**src/rtl/adc_scan_filter.sv**
```systemverilog
// adc_scan_filter: 3-channel ADC scan sequencer with per-channel IIR filter, Vfc difference and over-voltage trip
module adc_scan_filter #(
    parameter int          FILT_SHIFT = 2,
    parameter logic [15:0] OV_LIMIT   = 16'h7800,
    parameter int          OV_COUNT   = 3
) (
    input  logic        clk_i,
    input  logic        rst_ni,
    input  logic [15:0] sample_i,
    input  logic        sample_valid_i,
    input  logic        fault_clr_i,
    output logic [1:0]  channel_o,
    output logic [15:0] v_out_o,
    output logic [15:0] v_fc_o,
    output logic        frame_valid_o,
    output logic        ov_fault_o
);
    localparam int         W      = 16 + FILT_SHIFT;
    localparam logic [3:0] OV_MAX = 4'(OV_COUNT);

    logic [W-1:0] acc [0:2];
    logic [2:0]   seen;
    logic         s1_v;
    logic [1:0]   s1_ch;
    logic [3:0]   ov_cnt;
    logic [15:0]  x;
    logic         strobe;
    logic         seen_sel;
    logic [W-1:0] acc_sel;
    logic [W-1:0] acc_new;
    logic [15:0]  y0;
    logic [15:0]  y1;
    logic [15:0]  y2;
    logic [15:0]  y1_new;

    // negative codes clamp to zero; first sample of a channel preloads so y = x at once
    always_comb begin
        x        = sample_i[15] ? 16'h0000 : sample_i;
        strobe   = sample_valid_i && channel_o != 2'd3;
        acc_sel  = channel_o == 2'd0 ? acc[0] : channel_o == 2'd1 ? acc[1] : acc[2];
        seen_sel = channel_o == 2'd0 ? seen[0] : channel_o == 2'd1 ? seen[1] : seen[2];
        acc_new  = seen_sel ? acc_sel - (acc_sel >> FILT_SHIFT) + W'(x) : W'(x) << FILT_SHIFT;
        y0       = 16'(acc[0] >> FILT_SHIFT);
        y1       = 16'(acc[1] >> FILT_SHIFT);
        y2       = 16'(acc[2] >> FILT_SHIFT);
        y1_new   = 16'(acc_new >> FILT_SHIFT);
    end

    // channel sequencer; an illegal channel 3 recovers to 0
    always_ff @(posedge clk_i) begin
        if (!rst_ni)
            channel_o <= 2'd0;
        else
            channel_o <= channel_o == 2'd3 ? 2'd0 :
                         sample_valid_i ? (channel_o == 2'd2 ? 2'd0 : channel_o + 2'd1) : channel_o;
    end

    // stage 1: per-channel accumulator update and stage-2 handoff
    always_ff @(posedge clk_i) begin
        if (!rst_ni) begin
            for (int i = 0; i < 3; i++) acc[i] <= '0;
            seen  <= 3'b000;
            s1_v  <= 1'b0;
            s1_ch <= 2'd0;
        end else begin
            s1_v  <= strobe;
            s1_ch <= channel_o;
            if (strobe) begin
                acc[channel_o]  <= acc_new;
                seen[channel_o] <= 1'b1;
            end
        end
    end

    // stage 2: registered filtered outputs, Vfc floored at zero, frame pulse on a completed ch2
    always_ff @(posedge clk_i) begin
        if (!rst_ni) begin
            v_out_o       <= 16'h0000;
            v_fc_o        <= 16'h0000;
            frame_valid_o <= 1'b0;
        end else begin
            frame_valid_o <= s1_v && s1_ch == 2'd2 && &seen;
            if (s1_v) begin
                v_out_o <= y1;
                v_fc_o  <= y0 >= y2 ? y0 - y2 : 16'h0000;
            end
        end
    end

    // over-voltage run counter and sticky fault; a trip outranks a clear
    always_ff @(posedge clk_i) begin
        if (!rst_ni) begin
            ov_cnt     <= 4'd0;
            ov_fault_o <= 1'b0;
        end else begin
            if (strobe && channel_o == 2'd1)
                ov_cnt <= y1_new > OV_LIMIT ? (ov_cnt == OV_MAX ? ov_cnt : ov_cnt + 4'd1) : 4'd0;
            else if (fault_clr_i)
                ov_cnt <= 4'd0;
            ov_fault_o <= ov_cnt == OV_MAX ? 1'b1 : fault_clr_i ? 1'b0 : ov_fault_o;
        end
    end
endmodule

```
**config.mk**
```make
export PLATFORM = sky130hd
export DESIGN_NAME = adc_scan_filter
export DESIGN_NICKNAME = d
export VERILOG_FILES = /design/src/rtl/adc_scan_filter.sv
export SDC_FILE = /design/constraint.sdc
export NUM_CORES = 1
export LEC_CHECK = 0
export CAP_MARGIN = 20
export CORE_MARGIN = 1
export CORE_UTILIZATION = 45
export CTS_CLUSTER_DIAMETER = 50
export DETAILED_ROUTE_END_ITERATION = 16
export PLACE_DENSITY_LB_ADDON = 0.1
export SLEW_MARGIN = 20
export SYNTH_ARGS = -nofsm -noshare
export SYNTH_HDL_FRONTEND = slang
export SYNTH_SLANG_ARGS = --single-unit
```
**constraint.sdc**
```tcl
create_clock -name clk_i -period 4.8 [get_ports clk_i]
set_input_delay 1.44 -clock clk_i [delete_from_list [all_inputs] [get_ports clk_i]]
set_output_delay 1.44 -clock clk_i [all_outputs]
set_load 0.01 [all_outputs]
```
-- Word level (Yosys, flattened, before mapping)
Memories as Yosys holds them, arrays and structs flattened.
Cells that the tools add are included.
- memories: 1
- logic and storage cells: 63
- memory bits (writable): 54
- output and inout port bits: 36
- bits in registers: 46
- bits of input ports: 20
- memories (memory ; words ; bits a word ; read ports ; clocked after memory_dff ; wr ports ; line ; text):
    acc ; 3 ; 18 ; 3 ; 0 ; 3 ; 21 ; logic [W-1:0] acc [0:2];
- $lt $le $gt $ge: 4
- muxes and demuxes: 23
- add/subtract/negate cells: 5
- reductions and logical operators: 12
- equality and inequality tests: 7
- bitwise logic cells: 2
- operators by type and width (kind ; number):
    $mux 18 ; 4
    $add 18x15->18 ; 1
    $reduce_or 18->1 ; 1
    $sub 18x16->18 ; 1
    $ge 16x16->1 ; 1
    $gt 16x15->1 const B ; 1
    $mux 16 ; 1
    $mux 4 ; 4
    $sub 16x16->16 ; 1
    $mux 15 ; 1
    $mux 1 ; 10
    $eq 2x2->1 const B ; 3
    $logic_and 1x1->1 ; 5
    $add 4x1->4 const B ; 1
    $eq 4x2->1 const B ; 1
    $mux 2 ; 2
    $reduce_bool 2->1 ; 2
    $lt 2x3->1 const B ; 1
    $ne 3x3->1 const B ; 1
    $or 3x3->3 ; 1
    $reduce_and 3->1 ; 1
    $add 2x1->2 const B ; 1
    $demux 1 s2 ; 1
    $eq 2x1->1 const B ; 1
    other kinds (6) ; 6

-- Longest topological paths before layout
Gate-level depths: netlist of the first run.
- word-level depth: 9
- mapped depth: 19

-- Worst setup path after synthesis of the first run
Ideal clock, no wire load.
- path type: in2reg
- start point: in sample_i[15]
- end point: reg ov_cnt[0]
- arrival time: 4.378 ns
- buffers on the path: 1
- path slack: 0.308 ns
- stages on the path: 14
- library setup time: 0.114 ns
- path through: clkbuf_1 > nand2b_1 > fa_1 > inv_1 > fa_1 > a211oi_2 > or4b_1 > nand4_1 > a211oi_1 > o221ai_1 > nor4_2 > nand4b_2 > a22oi_1 > a21o_1
- word-level cells in the longest chain between the ends: 6
- ends and longest elaborated chain (element ; line ; text):
    start: declaration ; 9 ; input logic [15:0] sample_i,
    $mux 15 (*) ; 38 ; x = sample_i[15] ? 16'h0000 : sample_i;
    $add 18x15->18 ; 42 ; acc_new = seen_sel ? acc_sel - (acc_sel >> FILT_SHIFT) + W'(x) : W'(x) << FILT_SHIFT;
    $mux 18 (*) ; 42 ;
    $gt 16x15->1 (*) ; 97 ; ov_cnt <= y1_new > OV_LIMIT ? (ov_cnt == OV_MAX ? ov_cnt : ov_cnt + 4'd1) : 4'd0;
    $ne 3x3->1 (no source line) / $mux 4 (equally long branches) ; -- ;
    $reduce_and 2->1 (no source line) / $mux 4 (equally long branches) ; -- ;
    end signal: assignment ; 97 ;
    end: declaration ; 25 ; logic [3:0] ov_cnt;
Every way passes the cells marked *; elsewhere a longest branch is shown, timed or not.
A chain may end at the register's enable or synchronous reset.

-- Worst setup path after layout of the first run
- start point: in sample_i[7]
- end point: reg ov_cnt[1]
Same word-level chain as after synthesis.

==> results of run 1 <==
metal layers:
layer  global-route usage (%)  vias up
li1                         -     2746
met1                     30.4     2574
met2                     35.0      132
met3                     2.58       19
met4                     6.66        0
met5                        0        -
worst reg2reg max path, cell delays in order, from the launching register on:
cell and delay (ns):
dfxtp_1 0.67, mux2i_1 0.29, o21a_1 0.22, inv_1 0.09, fa_1 0.53, inv_1 0.07
fa_2 0.42, a211oi_2 0.26, buf_4 0.17, o21a_2 0.17, nor4_1 0.07, nor3_2 0.28
o211ai_1 0.15, nor4_2 0.35, buf_4 0.17, buf_4 0.09, nor4bb_1 0.04, o211a_1 0.21
registers in the layout, summed over array words and instances, names as in the netlist:
name and count:
acc 54, v_fc_o 16, s1_v 1, ov_fault_o 1, seen 3, frame_valid_o 1, channel_o 2, ov_cnt 4
v_out_o 16, s1_ch 2
cell families (layout without fill, tap and decap cells):
| group | count (synthesis) | after routing |
|---|---|---|
| AND/OR/NAND/NOR | 256 | 256 |
| AO/OA/AOI/OAI | 162 | 162 |
| flip-flops | 100 | 100 |
| buffers and inverters | 99 | 212 |
| adder cells (fa/ha/maj) | 52 | 52 |
| multiplexers | 37 | 37 |
| XOR/XNOR | 19 | 19 |
path summary, 6_finish.rpt:
path                                      end  slack (ns)
worst max register to register      ov_cnt[1]        0.45
worst max-delay path                ov_cnt[1]        0.19
worst min-delay path            frame_valid_o        0.40
worst min register to register  frame_valid_o        0.40
what timing repair did:
action,in CTS,in global routing
pin swaps,0,6
gates resized for setup,1,21
setup endpoints to repair,10,7
setup buffers,0,2
metrics by stage:
step / cell area [um2] / hold WS, ns / setup TNS (ns)
after floorplan: 6780 / 0.373 / 0
after global placement: 7920 / 0.381 / -6.46
after detailed placement: 7920 / 0.392 / -7.41
after CTS: 8180 / 0.401 / 0
after global routing: 8270 / 0.415 / 0
final: 8270 / 0.401 / 0
power by group:
part / switching [W] / internal, W / total (W)
Sequential: 0.0000394 / 0.000965 / 0.00100
Combinational: 0.000941 / 0.000858 / 0.00180
Clock: 0.000304 / 0.000348 / 0.000652
Total: 0.00128 / 0.00217 / 0.00346
final cells by class:
cell class / count / area [um2] / share of cell area [%]
Clock buffer: 11 / 233 / 2.82
Inverter: 71 / 267 / 3.22
Sequential cell: 100 / 2540 / 30.8
Clock inverter: 5 / 28.8 / 0.348
Tap cell: 184 / 230 / 2.78
Multi-Input combinational cell: 526 / 3890 / 47.1
Timing Repair Buffer: 125 / 1070 / 13.0
cell usage in the layout, fill, tap and decap left out, drive strengths merged, types with 4 or more instances in the layout:
cell	n
nand2b	22
nand3	8
a31oi	6
inv	70
o21a	22
o21ai	29
or2	6
clkdlybuf4s50	53
buf	70
ha	36
a22oi	14
nor2	88
a21boi	6
o211ai	7
xnor2	10
nand4	5
o211a	4
xor2	9
nor3	7
fa	16
a211oi	8
a21oi	26
nand2	49
clkinv	4
clkbuf	12
mux2i	36
edfxtp	54
a21o	17
nor3b	4
nor2b	41
dfxtp	46
==> metrics.md, run 1 <==
| Metric | Value |
|---|---|
| Syn Area/Cell | `just over 9 um2` |
| Slew HR | `45.3%` |
| Worst Path Max Fanout | `4` |
| Tcrit/Tclk final | `a little under 100%` |
| Starting Density | `a little under half` |
| Min-delay src | `s1_ch[0]` |
| # fillers | `roughly 1300` |
| GR Overflow Total | `0` |
| Slowest stage cell, crit path | `fa_1` |
| Post-route ant nets | `0` |
| Drt wl/cell | `between 15 and 20 um` |
| Synth Warn # | `0` |
| Critical path class | `in2reg` |
| Pwr Total | `around 0.0035 W` |
| Actual slew at the worst max-slew pin | `~0.82 ns` |
| Synthesized cell area | `a little under 7000 um2` |
| Largest cells by area after synthesis | `edfxtp_1 (24%), dfxtp_1 (14%), ha_1 (6.6%)` |
| Critical Path RT | `slightly above 5 ns` |
| RR Startpoint | `channel_o[0]` |
| Clock Skew | `0.00838 ns` |
| Critical Path End Type | `flip-flop` |
| Worst setup path startpoint | `sample_i[7]` |
| Status | `finished clean` |
| Crit path cell chain | `clkdlybuf4s50_1, nand2b_1, fa_1, inv_1, ha_2, buf_4, o211ai_1, a21o_1, o2111a_1, nor3_2, o211ai_1, nor4_2, buf_4, buf_4, nor4bb_1, o211a_1` |
| Register area share after synthesis | `between 30 and 40%` |
| Final Non-Filler Cells | `between 1000 and 1500` |
| RSZ-0062 raised after global routing | `false` |
| Synth Area in Compound Gates | `17.7%` |
| Placed Cells | `approximately 1000` |
| Hpwl dp | `12600 um` |
| Die H | `around 120 um` |
| Number of global-route vias before repair | `around 5500` |
| Die area | `about 16000 um2` |
| CTS tree | `yes` |
| Met1 wire length | `approximately 8000 um` |
| GP Congestion | `0.865` |
| Top FF cell, synth | `edfxtp_1` |
| DRC Markers | `0` |
| Leading area contributor after synthesis | `edfxtp_1` |
| Clk_lat worst skew | `0.34 ns` |
| Port bufs | `55` |
| Hold-fix buffers, CTS | `0` |
| Number of flops mapped to enable cells by yosys | `54` |
| Synth Area in Simple Gates | `between 10% and 20%` |
| Detailed-route vias per instance | `~5.4` |
| DR iter-0 viols | `between 300 and 400` |
| Number of synthesized register bits | `100` |
| Post-Syn Nets | `about 800` |
| Total of max-cap violations | `0` |
| CP max stage delay | `roughly 0.5 ns` |
| Pwr dens | `418 nW/um2` |
| Startpoint types | `input port` |
| DR pass1 iterations | `5` |
| Top sig layer | `met4` |
| First-pass GRT wire length | `27000 um` |
| Routed vias | `around 5500` |
| Top-count cell post-synth | `nor2_1` |
| Pre-CTS WS | `-0.624 ns` |
| Largest net degree at the start of global routing | `49` |
| Final WL | `~16000 um` |
| Fin util | `~57%` |
| Final Hold Violating Endpoints | `0` |
| Max-slew violations | `0` |
| Crit path top cell by count | `buf_4` |
| Worst path depth | `16` |
| Synth cell count leaders | `nor2_1 (88), inv_1 (70), edfxtp_1 (54)` |
| CTS root buffer | `clkbuf_16` |
| FP Rows | `44` |
| Final setup viols | `0` |
| Share of layout cells above drive strength 1 | `15.8%` |
| Antenna violations before repair | `0` |
| CP delay by family, top | `buffers and inverters` |
| XOR/XNOR Fraction of Synth Area | `under 10%` |
| Critical path buffers and inverters | `5` |
| Combinational family with the most area after synthesis | `simple AND/OR/NAND/NOR gates` |
| H-tree levels | `3` |
| Width of the die | `roughly 120 um` |
| Diodes inserted | `0` |
| Mux cell area share after synthesis | `around 5.5%` |
| Reg2Reg Depth | `17` |
| Fin nets | `roughly 910` |
| Hold WC Path Type | `reg2reg` |
| Clock-pin slew on the worst setup and hold paths | `~0.060 ns` |
| Period minus WS final | `roughly 4.6 ns` |
| Netlist cell types | `just under 80` |
| Final WS setup | `0.187 ns` |
| Core ar. | `about 15000 um2` |
| Top-area cell type share of the netlist area | `between 20% and 30%` |
| Static leakage | `about 3.5 nW` |
| Hold Path Stages | `1` |
| Maximum vdd drop | `between 0.15 and 0.2 mV` |
| Adder-Cell Fraction of Synth Area | `around 11%` |
| CTS sink cnt | `100` |
| CTS buffer count | `9` |
| Synth async-reset ratio | `0%` |
| GRT Overall Usage | `between 20% and 30%` |
| Met3 WL | `just under 600 um` |
| Met2 wire length | `7550 um` |
| F_max | `~0.22 GHz` |
| Area delta synth->final | `22.0%` |
| Cells after synthesis | `a little over 700` |
| # IOs | `between 50 and 60` |
| Crit path DAT | `4.85 ns` |
| CTS max path bufs | `2` |
Power figures use the tool's default switching activity.
==> inputs of run 2 (changes only) <==
Settings changed: CELL_PAD_IN_SITES_DETAIL_PLACEMENT from default to 0, CELL_PAD_IN_SITES_GLOBAL_PLACEMENT from default to 1.
==> metrics.md, run 2 (synthesis gave the netlist of run 1 again) <==
| Metric | Value |
|---|---|
| Diodes inserted | `0 (unchanged)` |
| Starting Density | `46.4% (unchanged)` |
| Area delta synth->final | `26.1% (was 22.0%)` |
| Clock Skew | `0.00887 ns (was 0.00838 ns)` |
| Status | `finished clean (unchanged)` |
| GRT Overall Usage | `22.5% (was 21.7%)` |
| CTS max path bufs | `2 (unchanged)` |
| Top Registers | `acc x54, v_fc_o x16, v_out_o x16 (unchanged)` |
| First-pass GRT wire length | `28000 um (was 27000 um)` |
| Clk_lat worst skew | `0.35 ns (was 0.34 ns)` |
| CTS tree | `yes (unchanged)` |
| Static leakage | `3.62 nW (was 3.47 nW)` |
| Tcrit/Tclk final | `97.0% (was 96.1%)` |
| Die H | `125 um (unchanged)` |
| Crit path DAT | `4.90 ns (was 4.85 ns)` |
| Post-route ant nets | `0 (unchanged)` |
| Detailed-route vias per instance | `5.35 (about the same)` |
| Final WL | `16900 um (was 16400 um)` |
| CTS sink cnt | `100 (unchanged)` |
| H-tree levels | `3 (unchanged)` |
| Number of global-route vias before repair | `5572 (was 5483)` |
| Max-slew violations | `0 (unchanged)` |
| CTS root buffer | `clkbuf_16 (unchanged)` |
| GR Overflow Total | `0 (unchanged)` |
| Hold WC Path Type | `reg2reg (unchanged)` |
| Max FFs per register | `54 (unchanged)` |
| DR pass1 iterations | `4 (was 5)` |
| Largest net degree at the start of global routing | `37 (was 49)` |
| Die area | `15600 um2 (unchanged)` |
| Share of layout cells above drive strength 1 | `18.3% (was 15.8%)` |
| DR iter-0 viols | `322 (was 367)` |
| Pwr dens | `435 nW/um2 (was 418 nW/um2)` |
| Drt wl/cell | `16.3 um (was 16.0 um)` |
| GP Congestion | `0.853 (was 0.865)` |
| F_max | `0.215 GHz (was 0.217 GHz)` |
| Final setup viols | `0 (unchanged)` |
| Period minus WS final | `4.66 ns (was 4.61 ns)` |
| Total of max-cap violations | `0 (unchanged)` |
| Port bufs | `55 (unchanged)` |
| Actual slew at the worst max-slew pin | `0.824 ns (was 0.819 ns)` |
| Slew HR | `45.1% (was 45.3%)` |
| Antenna violations before repair | `0 (unchanged)` |
| Critical Path RT | `5.05 ns (was 5.04 ns)` |
| Core ar. | `14600 um2 (unchanged)` |
| Finished Cell Area | `8550 um2 (was 8270 um2)` |
| Startpoint types | `input port (unchanged)` |
| CTS buffer count | `9 (unchanged)` |
| DRC Markers | `0 (unchanged)` |
| Worst Path Max Fanout | `3 (was 4)` |
| FP Rows | `44 (unchanged)` |
| Clock-pin slew on the worst setup and hold paths | `0.07 ns (was 0.06 ns)` |
| DP Area | `7980 um2 (was 7920 um2)` |
| Critical path class | `in2reg (unchanged)` |
| Fin nets | `923 (was 905)` |
| # IOs | `56 (unchanged)` |
| Commonest non-fill, non-tap cells in the layout | `nor2_1 (87), buf_4 (87), inv_1 (70) (was nor2_1 (87), inv_1 (70), buf_4 (70))` |
| Width of the die | `125 um (unchanged)` |
| Hpwl dp | `12800 um (was 12600 um)` |
| Pwr Total | `0.00372 W (was 0.00346 W)` |
| Critical Path End Type | `flip-flop (unchanged)` |
| Top reg by flops | `acc (unchanged)` |
| Maximum vdd drop | `0.227 mV (was 0.179 mV)` |
| Final Hold Violating Endpoints | `0 (unchanged)` |
| Routed vias | `5563 (was 5471)` |
| Hold-fix buffers, CTS | `0 (unchanged)` |
-- run 2: cell types whose count changed in the layout (fill, tap and decap cells not counted), sizes merged --
cell,delta
buf,+18
bufinv,+1
clkbuf,-1
clkdlybuf4s50,-2
clkinv,+1
clkinvlp,-1
dlymetal6s2s,+2
-- run 2: final cells by class --
cell class	instances	area, um2
clock inverters	6	65.1
clock buffers	10	229
inverters	71	267
well taps	184	230
flip-flops and latches	100	2540
multi-input cells	526	4000
fillers	1272	6040
repair buffers	143	1220
-- run 2: power breakdown --
group          switching (W)  internal [W]  total [W]
Combinational        0.00100      0.000989    0.00199
Clock               0.000316      0.000404   0.000720
Sequential         0.0000412      0.000964    0.00101
-- run 2: layer usage --
layer	routed length, um	part of all wire, %	vias to the layer above	GRT usage (%)
met3	526	3.1	18	3.05
met5	0	0	-	0
li1	-	-	2786	-
met4	240	1.4	0	6.66
met1	8270	49	2646	31.4
met2	7870	47	113	36.3
-- run 2: final timing paths --
kind                            depth (start not counted)  slack [ns]       endpoint         start
worst max-delay path                                   15        0.14      ov_cnt[3]   sample_i[7]
worst min-delay path                                    1        0.40  frame_valid_o      s1_ch[0]
worst max register to register                         17        0.31      ov_cnt[0]  channel_o[0]
worst min register to register                          1        0.40  frame_valid_o      s1_ch[0]
-- run 2: through the flow --
| step | worst slack (ns) | hold slack [ns] | instances | utilization (%) | TNS, ns |
|---|---|---|---|---|---|
| floorplan | 0.308 | 0.373 | 725 | - | 0 |
| global placement | -0.427 | 0.383 | 1012 | 54.7 | -3.81 |
| detailed placement | -0.548 | 0.389 | 1012 | 54.7 | -5.37 |
| CTS | 0.0864 | 0.399 | 1038 | 57.6 | 0 |
| global route | -0.0231 | 0.431 | 1040 | 58.6 | -0.0494 |
| finish | 0.142 | 0.401 | 1040 | 58.6 | 0 |
-- run 2: critical path, stage by stage --
cell and delay [ns]:
clkdlybuf4s50_1 0.49, nand2b_1 0.10, fa_1 0.52, inv_1 0.07, ha_4 0.29, buf_4 0.12, o211ai_1 0.10, a21o_1 0.19
o2111a_1 0.28, nor3_4 0.24, o211ai_1 0.16, nor4_2 0.42, nand4b_4 0.23, a22oi_1 0.10, a21o_1 0.15
-- run 2: repair_timing --
item | 4_1_cts | 5_1_grt
setup buffers | 9 | 2
cloned | 1 | 0
pin swaps | 8 | 8
setup endpoints to repair | 4 | 6
gates resized for setup | 12 | 23
==> inputs of run 3 (changes only) <==
Settings changed: CAP_MARGIN 20 to 40.
==> results of run 3 <==
Final layout, timing and power as in run 2 (identical DEF).
